[src/rtl/load_counter_ctrl.sv]
// Round-robin arbiter that lends one loadable up-counter to two requesters as an
// interval timer, returning a done pulse when the counter reaches TERM.
//
// state | meaning
// IDLE  | sample req, pick winner, latch its start value
// LOAD  | load_en high for one cycle, counter takes the start value
// RUN   | wait for count == TERM, bounded by the run timer
// DONE  | done pulse to the winner, grant still held
module load_counter_ctrl #(
    parameter int              WIDTH = 4,
    parameter logic [WIDTH-1:0] TERM = {WIDTH{1'b1}}
) (
    input  logic             clk,
    input  logic             rst,
    input  logic [1:0]       req,
    input  logic [WIDTH-1:0] start0,
    input  logic [WIDTH-1:0] start1,
    output logic [1:0]       gnt,
    output logic [1:0]       done,
    output logic             busy,
    output logic             err,
    output logic             load_en,
    output logic [WIDTH-1:0] load,
    input  logic [WIDTH-1:0] count
);

    typedef enum logic [1:0] {
        S_IDLE = 2'd0,
        S_LOAD = 2'd1,
        S_RUN  = 2'd2,
        S_DONE = 2'd3
    } state_t;

    // A legal interval never needs more than 2^WIDTH-1 mismatching edges.
    localparam logic [WIDTH:0] TIMEOUT_AT = {1'b1, {WIDTH{1'b0}}};

    state_t           state_q, state_d;
    logic [WIDTH:0]   timer_q, timer_d;
    logic             last_q, last_d;
    logic [1:0]       gnt_d, done_d;
    logic             busy_d, err_d, load_en_d;
    logic [WIDTH-1:0] load_d;
    logic             win1;

    always_ff @(posedge clk or negedge rst) begin
        if (!rst) begin
            state_q <= S_IDLE;
            timer_q <= '0;
            last_q  <= 1'b1;
            gnt     <= 2'b00;
            done    <= 2'b00;
            busy    <= 1'b0;
            err     <= 1'b0;
            load_en <= 1'b0;
            load    <= '0;
        end else begin
            state_q <= state_d;
            timer_q <= timer_d;
            last_q  <= last_d;
            gnt     <= gnt_d;
            done    <= done_d;
            busy    <= busy_d;
            err     <= err_d;
            load_en <= load_en_d;
            load    <= load_d;
        end
    end

    // last_q records the requester served most recently; ties go to the other one.
    assign win1 = (req == 2'b10) || ((req == 2'b11) && !last_q);

    always_comb begin
        state_d   = state_q;
        timer_d   = timer_q;
        last_d    = last_q;
        gnt_d     = gnt;
        done_d    = 2'b00;
        err_d     = err;
        load_en_d = 1'b0;
        load_d    = load;

        case (state_q)
            S_IDLE: begin
                if (req != 2'b00) begin
                    gnt_d     = win1 ? 2'b10 : 2'b01;
                    load_d    = win1 ? start1 : start0;
                    load_en_d = 1'b1;
                    state_d   = S_LOAD;
                end
            end
            S_LOAD: begin
                timer_d = '0;
                state_d = S_RUN;
            end
            S_RUN: begin
                if (count == TERM) begin
                    done_d  = gnt;
                    state_d = S_DONE;
                end else if (timer_q == TIMEOUT_AT) begin
                    err_d   = 1'b1;
                    gnt_d   = 2'b00;
                    state_d = S_IDLE;
                end else begin
                    timer_d = timer_q + 1'b1;
                end
            end
            S_DONE: begin
                last_d  = gnt[1];
                gnt_d   = 2'b00;
                state_d = S_IDLE;
            end
            default: state_d = S_IDLE;
        endcase

        busy_d = (state_d != S_IDLE);
    end

endmodule
[config.mk]
export PLATFORM = sky130hd
export DESIGN_NAME = load_counter_ctrl
export DESIGN_NICKNAME = d
export VERILOG_FILES = /design/src/rtl/load_counter_ctrl.sv
export SDC_FILE = /design/constraint.sdc
export NUM_CORES = 1
export LEC_CHECK = 0
export ABC_CLOCK_PERIOD_IN_PS = 4600
export BUFFER_PORTS_ARGS = -buffer_cell sky130_fd_sc_hd__buf_4
export CORE_ASPECT_RATIO = 0.8
export CORE_UTILIZATION = 54
export DETAILED_ROUTE_END_ITERATION = 7
export PLACE_DENSITY = 0.82
export SLEW_MARGIN = 40
export SYNTH_ARGS = -nofsm -noshare
export SYNTH_HDL_FRONTEND = slang
export SYNTH_SLANG_ARGS = --single-unit
[constraint.sdc]
create_clock -name clk -period 4.6 [get_ports clk]
set_clock_uncertainty 0.1 [all_clocks]
set_input_delay 0.92 -clock clk [delete_from_list [all_inputs] [get_ports clk]]
set_output_delay 0.92 -clock clk [all_outputs]
set_load 0.02 [all_outputs]
==> results.tsv, run 1 <==
stage	metric	value	unit
status	status	complete, no violations	
finish	commonest non-fill, non-tap cell in the layout	buf_4	
drt	DRC violations left	0	
timing	max-slew violations	0	
timing	setup violators final	0	
finish	NumNets Final	136	
worst_setup_path	CP Launch Type	register	
pwr	Gate power share	45.1	%
finish	commonest non-fill, non-tap cells in the layout	buf_4 (26), dfrtp_1 (18), nand2_1 (10)	
clocking	CTS sink cnt	19	
synth	syn_area_per_cell	10.74	µm²
drt	WL/cell	13.32	µm
global_route	first-pass GRT wire length	2960	µm
clocking	TritonCTS clock tree	built	
floorplan	# rows	13	
worst_setup_path	Worst EP arrival	0.89	ns
worst_setup_path	CP Cell Sequence	buf_4	
synth	Synthesized Nets	110	
clocking	Skew-Pair Late Insertion Delay	0.29	ns
finish	Non-Filler Instances	139	
clocking	total CTS buffers	3	
drt	DR vias	761	
placed_design	Final GP Congestion	0.7510	
worst_setup_path	crit-path max cell delay	0.43	ns
timing	Post-Route Setup TNS	0	ns
finish	fin util	71.62	%
synth	Seq cells post-synth	19	
pwr	Worst VDD drop	0.3920	mV
pwr	Tot Pwr	0.7104	mW
timing	fin crit share	41.50	%
synth	Synth area leader	dfrtp_1	
pwr	register share of total power	43.4	%
floorplan	Die Y	40.27	µm
synth	post-synthesis sequential area ratio	48.23	%
timing	min cycle time layout	1.909	ns
timing	Final WS setup	2.691	ns
timing	Hold WS	0.3738	ns
global_route	largest net degree at the start of global routing	20	
placed_design	pre-CTS setup slack	2.587	ns
drt	ANT nets after route	0	
pwr	Net Sw Frac	41.08	%
placed_design	Final HPWL DP	1381	µm
worst_hold_path	HP Class	in -> async	
synth	total of warnings raised by yosys	0	
worst_setup_path	worst reg-to-reg setup slack	2.92	ns
synth	Mapped Area	988.4	µm²
worst_setup_path	worst-path cell with the longest stage delay	dfrtp_1	
timing	Fmax achieved	523.8	MHz
drt	Vias/cell	5.475	
placed_design	Post-Place Cell Area	0.001174	mm²
synth	top-area cell type share of the netlist area	45.57	%
worst_setup_path	cell family with most CP delay	flip-flops	
floorplan	initial core utilization	59.00	%
timing	Worst-Margin Slew	0.5847	ns
floorplan	Ports	27	
floorplan	total core area	0.001675	mm²
drt	DRT iter0 DRCs	17	
pwr	pwr dens	592.0	mW/mm²
pwr	Int Pwr	0.4186	mW
clocking	clk slew on worst S/H paths	0.10	ns
finish	final instance area	0.001200	mm²
clocking	Post-CTS Setup Inserts	0	
global_route	vias in the first global route	656	
finish	fraction of layout instances using a drive strength above 1	34.19	%
clocking	cts repair resizes	0	
global_route	initial antenna violation count	0	
timing	RSZ-0062 raised after global routing	false	
placed_design	placed cell count	135	
worst_setup_path	peak fanout along the critical path	5	
global_route	GRT Util Overall	20.93	%
placed_design	PortBufs	26	
finish	n_diodes	0	
clocking	Hold Buf Count CTS	0	
drt	Pre-antenna DRT Iters	4	
worst_setup_path	Worst Path Required	3.58	ns
global_route	gr ovfl total	0	
worst_setup_path	CP Class	reg -> out	
floorplan	die extent in x	49.84	µm
synth	synth top area cells	dfrtp_1 (46%), mux2i_1 (5.1%), o21ai_1 (4.6%)	
clocking	H-tree depth	1	
pwr	leakage power	0.5936	nW
timing	Final Hold Vio Count	0	
pwr	switching power	0.2918	mW
finish	Syn-to-layout area delta	21.39	%
drt	routed wire length	1852	µm
clocking	Root Driver	clkbuf_4	
pwr	Clock power frac	11.5	%
synth	Netlist cell types	35	
floorplan	DIE AREA	0.002007	mm²
timing	max_slew headroom	61.02	%
worst_setup_path	Buf/Inv on CP	1	
synth	Gate Count Post-Synth	92	
worst_setup_path	CP endpoint kind	primary output	
run	Max Cap Violations	0	
clocking	clk buf depth	2	
==> cell type report <==
type | count | area, µm²
fillers | 117 | 475.5
clock buffers | 4 | 26.28
well taps | 22 | 27.53
flip-flops and latches | 19 | 476.7
inverters | 4 | 15.01
repair buffers | 26 | 195.2
multi-input cells | 64 | 459.2
==> cell families (layout without fill, tap and decap cells) <==
| kind of cell | Yosys count | in the layout | synth area share, % |
|---|---|---|---|
| XOR/XNOR | 2 | 2 | 1.772 |
| buffers and inverters | 9 | 34 | 5.316 |
| flip-flops | 19 | 19 | 48.23 |
| multiplexers | 9 | 9 | 10.00 |
| AO/OA/AOI/OAI | 24 | 24 | 15.70 |
| AND/OR/NAND/NOR | 27 | 27 | 16.46 |
| adder cells (fa/ha/maj) | 2 | 2 | 2.531 |
==> metal layers <==
metal	up-vias	track usage (%)	wire length, µm
li1	381	-	-
met1	355	25.71	829
met2	25	35.47	903
met3	0	6.818	119
met4	0	7.857	0
met5	-	0	0
==> flip-flops by register name, summed over array words and instances (netlist names) <==
name,cells
load,4
gnt,2
done,2
timer_q,5
last_q,1
state_q,2
load_en,1
busy,1
err,1
==> power by group through the flow <==
stage	Sequential, mW	Clock (mW)	Combinational (mW)
after floorplan	0.312	0	0.231
after global placement	0.308	0	0.312
after detailed placement	0.311	0	0.322
after CTS	0.308	0.0865	0.323
after global routing	0.320	0.0941	0.355
final	0.309	0.0814	0.320
==> synthesized netlist by cell type <==
cell type / number
o21ai_2: 1
and3_1: 1
inv_1: 2
a21oi_2: 1
nor2_1: 4
a41o_1: 2
xnor2_1: 1
and2_1: 2
buf_4: 1
nand2_1: 10
ha_1: 2
nand4bb_1: 1
nand4_4: 1
nand2b_4: 1
buf_2: 3
o22ai_1: 2
inv_2: 2
buf_8: 1
dfrtp_1: 18
a22oi_1: 1
nand3_1: 4
nand4_1: 2
o21ai_1: 9
o2bb2ai_1: 1
mux2i_1: 5
a21boi_2: 1
xor2_1: 1
mux2_2: 2
a21oi_1: 4
and4bb_1: 1
o211ai_1: 1
dfstp_2: 1
mux2_1: 1
o21ai_0: 1
mux2_4: 1
==> path summary, 6_finish.rpt <==
path                                        to                    from  cells after the start
setup / recovery                        gnt[1]      gnt[1]$_DFFE_PN0P_                      1
hold / removal             load[1]$_DFFE_PN0P_                     rst                      1
setup reg to reg                busy$_DFF_PN0_  timer_q[1]$_DFFE_PN0P_                      6
hold reg to reg                err$_DFFE_PN0P_         err$_DFFE_PN0P_                      1
max in group asynchronous   last_q$_DFFE_PN1P_                     rst                      1
min in group clk               err$_DFFE_PN0P_         err$_DFFE_PN0P_                      1
Note: power is estimated with default switching activity, not from simulation.
==> run 2, diff against run 1 <==
--- a/config.mk
+++ b/config.mk
@@ -5,12 +5,12 @@
 export SDC_FILE = /design/constraint.sdc
 export NUM_CORES = 1
 export LEC_CHECK = 0
-export ABC_CLOCK_PERIOD_IN_PS = 4600
+export ABC_CLOCK_PERIOD_IN_PS = 1800
 export BUFFER_PORTS_ARGS = -buffer_cell sky130_fd_sc_hd__buf_4
 export CORE_ASPECT_RATIO = 0.8
-export CORE_UTILIZATION = 54
+export CORE_UTILIZATION = 50
 export DETAILED_ROUTE_END_ITERATION = 7
-export PLACE_DENSITY = 0.82
+export PLACE_DENSITY = 0.77
 export SLEW_MARGIN = 40
 export SYNTH_ARGS = -nofsm -noshare
 export SYNTH_HDL_FRONTEND = slang
==> constraint.sdc (replaced) <==
create_clock -name clk -period 1.8 [get_ports clk]
set_clock_uncertainty 0.1 [all_clocks]
set_input_delay 0.36 -clock clk [delete_from_list [all_inputs] [get_ports clk]]
set_output_delay 0.36 -clock clk [all_outputs]
set_load 0.02 [all_outputs]
==> run 2 against run 1 <==
  * First-iteration DRC count shrank 88%
  * Worst setup slack lost 2.5 ns
  * Sequential share of layout area shrank 0.81 points
  * Utilization shrank 1.2 points
  * Register-to-register slack lost 2.8 ns
  * Cell area grew 2.1%
  * Cell count grew 2.2%
  * Via count grew 2.8%
  * Flip-flop and latch count is the same
  * Hold slack lost 0.14 ns
==> results.tsv, run 2 (synthesized netlist as in run 1, its figures left out) <==
stage	metric	value	unit
status	status	complete, no violations	
clocking	total CTS buffers	3	
floorplan	Ports	27	
floorplan	# rows	13	
worst_setup_path	CP Launch Type	register	
timing	Fmax achieved	610.0	MHz
worst_hold_path	Hold Path Depth	3	
drt	WL/cell	13.08	µm
timing	setup violators final	0	
finish	fraction of layout instances using a drive strength above 1	35.00	%
finish	commonest non-fill, non-tap cell in the layout	buf_4	
clocking	Post-CTS Setup Inserts	0	
timing	Final WS setup	0.1606	ns
drt	Pre-antenna DRT Iters	4	
floorplan	initial core utilization	56.79	%
floorplan	total core area	0.001740	mm²
placed_design	PortBufs	26	
pwr	Worst VDD drop	0.7976	mV
finish	largest registers	timer_q: 5 flops, load: 4 flops	
global_route	gr ovfl total	0	
drt	ANT nets after route	0	
clocking	clk buf depth	2	
global_route	first-pass GRT wire length	3298	µm
timing	RSZ-0062 raised after global routing	false	
worst_hold_path	HP Class	in -> reg	
finish	FILL cells	144	
worst_setup_path	peak fanout along the critical path	3	
clocking	Skew-Pair Late Insertion Delay	0.29	ns
timing	min cycle time layout	1.639	ns
worst_setup_path	Worst Path Required	1.89	ns
timing	Final Hold Vio Count	0	
timing	max-slew violations	0	
worst_setup_path	worst r2r dst	busy$_DFF_PN0_	
timing	fin crit share	91.08	%
finish	number of flip-flops in the largest register	5	
clocking	clk slew on worst S/H paths	0.10	ns
drt	Vias/cell	5.507	
global_route	initial antenna violation count	0	
worst_setup_path	worst reg-to-reg setup slack	0.16	ns
placed_design	pre-CTS setup slack	0.1780	ns
worst_setup_path	Worst EP arrival	1.73	ns
worst_hold_path	hold_sp	start0[1]	
run	Max Cap Violations	0	
worst_setup_path	FF-to-FF path depth	6	
global_route	largest net degree at the start of global routing	20	
global_route	met1 Usage GRT	24.94	%
clocking	CTS sink cnt	19	
timing	Worst-Margin Slew	0.4156	ns
clocking	TritonCTS clock tree	built	
placed_design	Final HPWL DP	1427	µm
drt	routed wire length	1858	µm
placed_design	placed cell count	137	
clocking	cts repair resizes	0	
global_route	gr busiest metal	met2	
pwr	pwr dens	1518	mW/mm²
finish	n_diodes	0	
clocking	Root Driver	clkbuf_4	
floorplan	DIE AREA	0.002160	mm²
worst_setup_path	RR Startpoint	timer_q[0]$_DFFE_PN0P_	
finish	Non-Filler Instances	142	
clocking	H-tree depth	1	
finish	Syn-to-layout area delta	23.92	%
global_route	GR Util met2	35.32	%
global_route	met3 usage	8.059	%
timing	Post-Route Setup TNS	0	ns
floorplan	die extent in x	51.71	µm
drt	DRT iter0 DRCs	2	
floorplan	Die Y	41.77	µm
global_route	GRT Util Overall	20.48	%
pwr	leakage power	0.6071	nW
drt	DR vias	782	
finish	commonest non-fill, non-tap cells in the layout	buf_4 (28), dfrtp_1 (18), nand2_1 (10)	
clocking	Hold Buf Count CTS	1	
worst_setup_path	CP Class	reg -> reg	
finish	NumNets Final	139	
worst_hold_path	Hold EP	load[1]$_DFFE_PN0P_	
drt	DRC violations left	0	
timing	max_slew headroom	72.29	%
worst_setup_path	CP endpoint kind	register	
finish	Top reg by flops	timer_q	
placed_design	Final GP Congestion	0.8164	
global_route	vias in the first global route	797	
-- run 2: worst max path at each step --
stage | from | endpoint | slack [ns] | cells past startpoint
floorplan | timer_q[0]$_DFFE_PN0P_ | busy$_DFF_PN0_ | 0.29 | 6
global route | timer_q[0]$_DFFE_PN0P_ | busy$_DFF_PN0_ | 0.08 | 6
finish | timer_q[0]$_DFFE_PN0P_ | busy$_DFF_PN0_ | 0.16 | 6
detailed placement | timer_q[0]$_DFFE_PN0P_ | busy$_DFF_PN0_ | 0.18 | 6
global placement | timer_q[0]$_DFFE_PN0P_ | busy$_DFF_PN0_ | 0.24 | 6
CTS | timer_q[0]$_DFFE_PN0P_ | busy$_DFF_PN0_ | 0.16 | 6
-- run 2: power by group --
group	switching [mW]	internal (mW)
Clock	0.123	0.0862
Combinational	0.494	0.422
Sequential	0.144	0.590
Total	0.761	1.10
-- run 2: per-layer routing --
metal  vias up  wire length, µm
met4         0                0
met5         -                0
met1       369              822
met3         0              110
li1        386                -
met2        27              925
-- run 2: critical path: stages, from the launching register on --
cell and delay [ns]:
dfrtp_1 0.42, inv_1 0.12, ha_1 0.17, and4bb_1 0.23
a21oi_2 0.08, mux2_4 0.28, nand2b_4 0.14
-- run 2: cell type report --
cell class | count | area [µm²] | share of cell area (%)
clock buffer | 4 | 26.28 | 2.145
multi-input combinational | 64 | 459.2 | 37.49
tap | 22 | 27.53 | 2.247
inverter | 4 | 15.01 | 1.226
timing repair buffer | 29 | 220.2 | 17.98
sequential | 19 | 476.7 | 38.92
-- run 2: through the flow --
step	hold WS (ns)	area, µm²	util, %	power, mW
3_3_place_gp	0.1447	1189	68.30	1.620
4_1_cts	0.2299	1225	70.38	1.879
2_1_floorplan	-0.03559	988.4	-	1.389
6_report	0.2329	1225	70.38	1.859
5_1_grt	0.2469	1225	70.38	2.010
3_5_place_dp	0.1499	1189	68.30	1.666
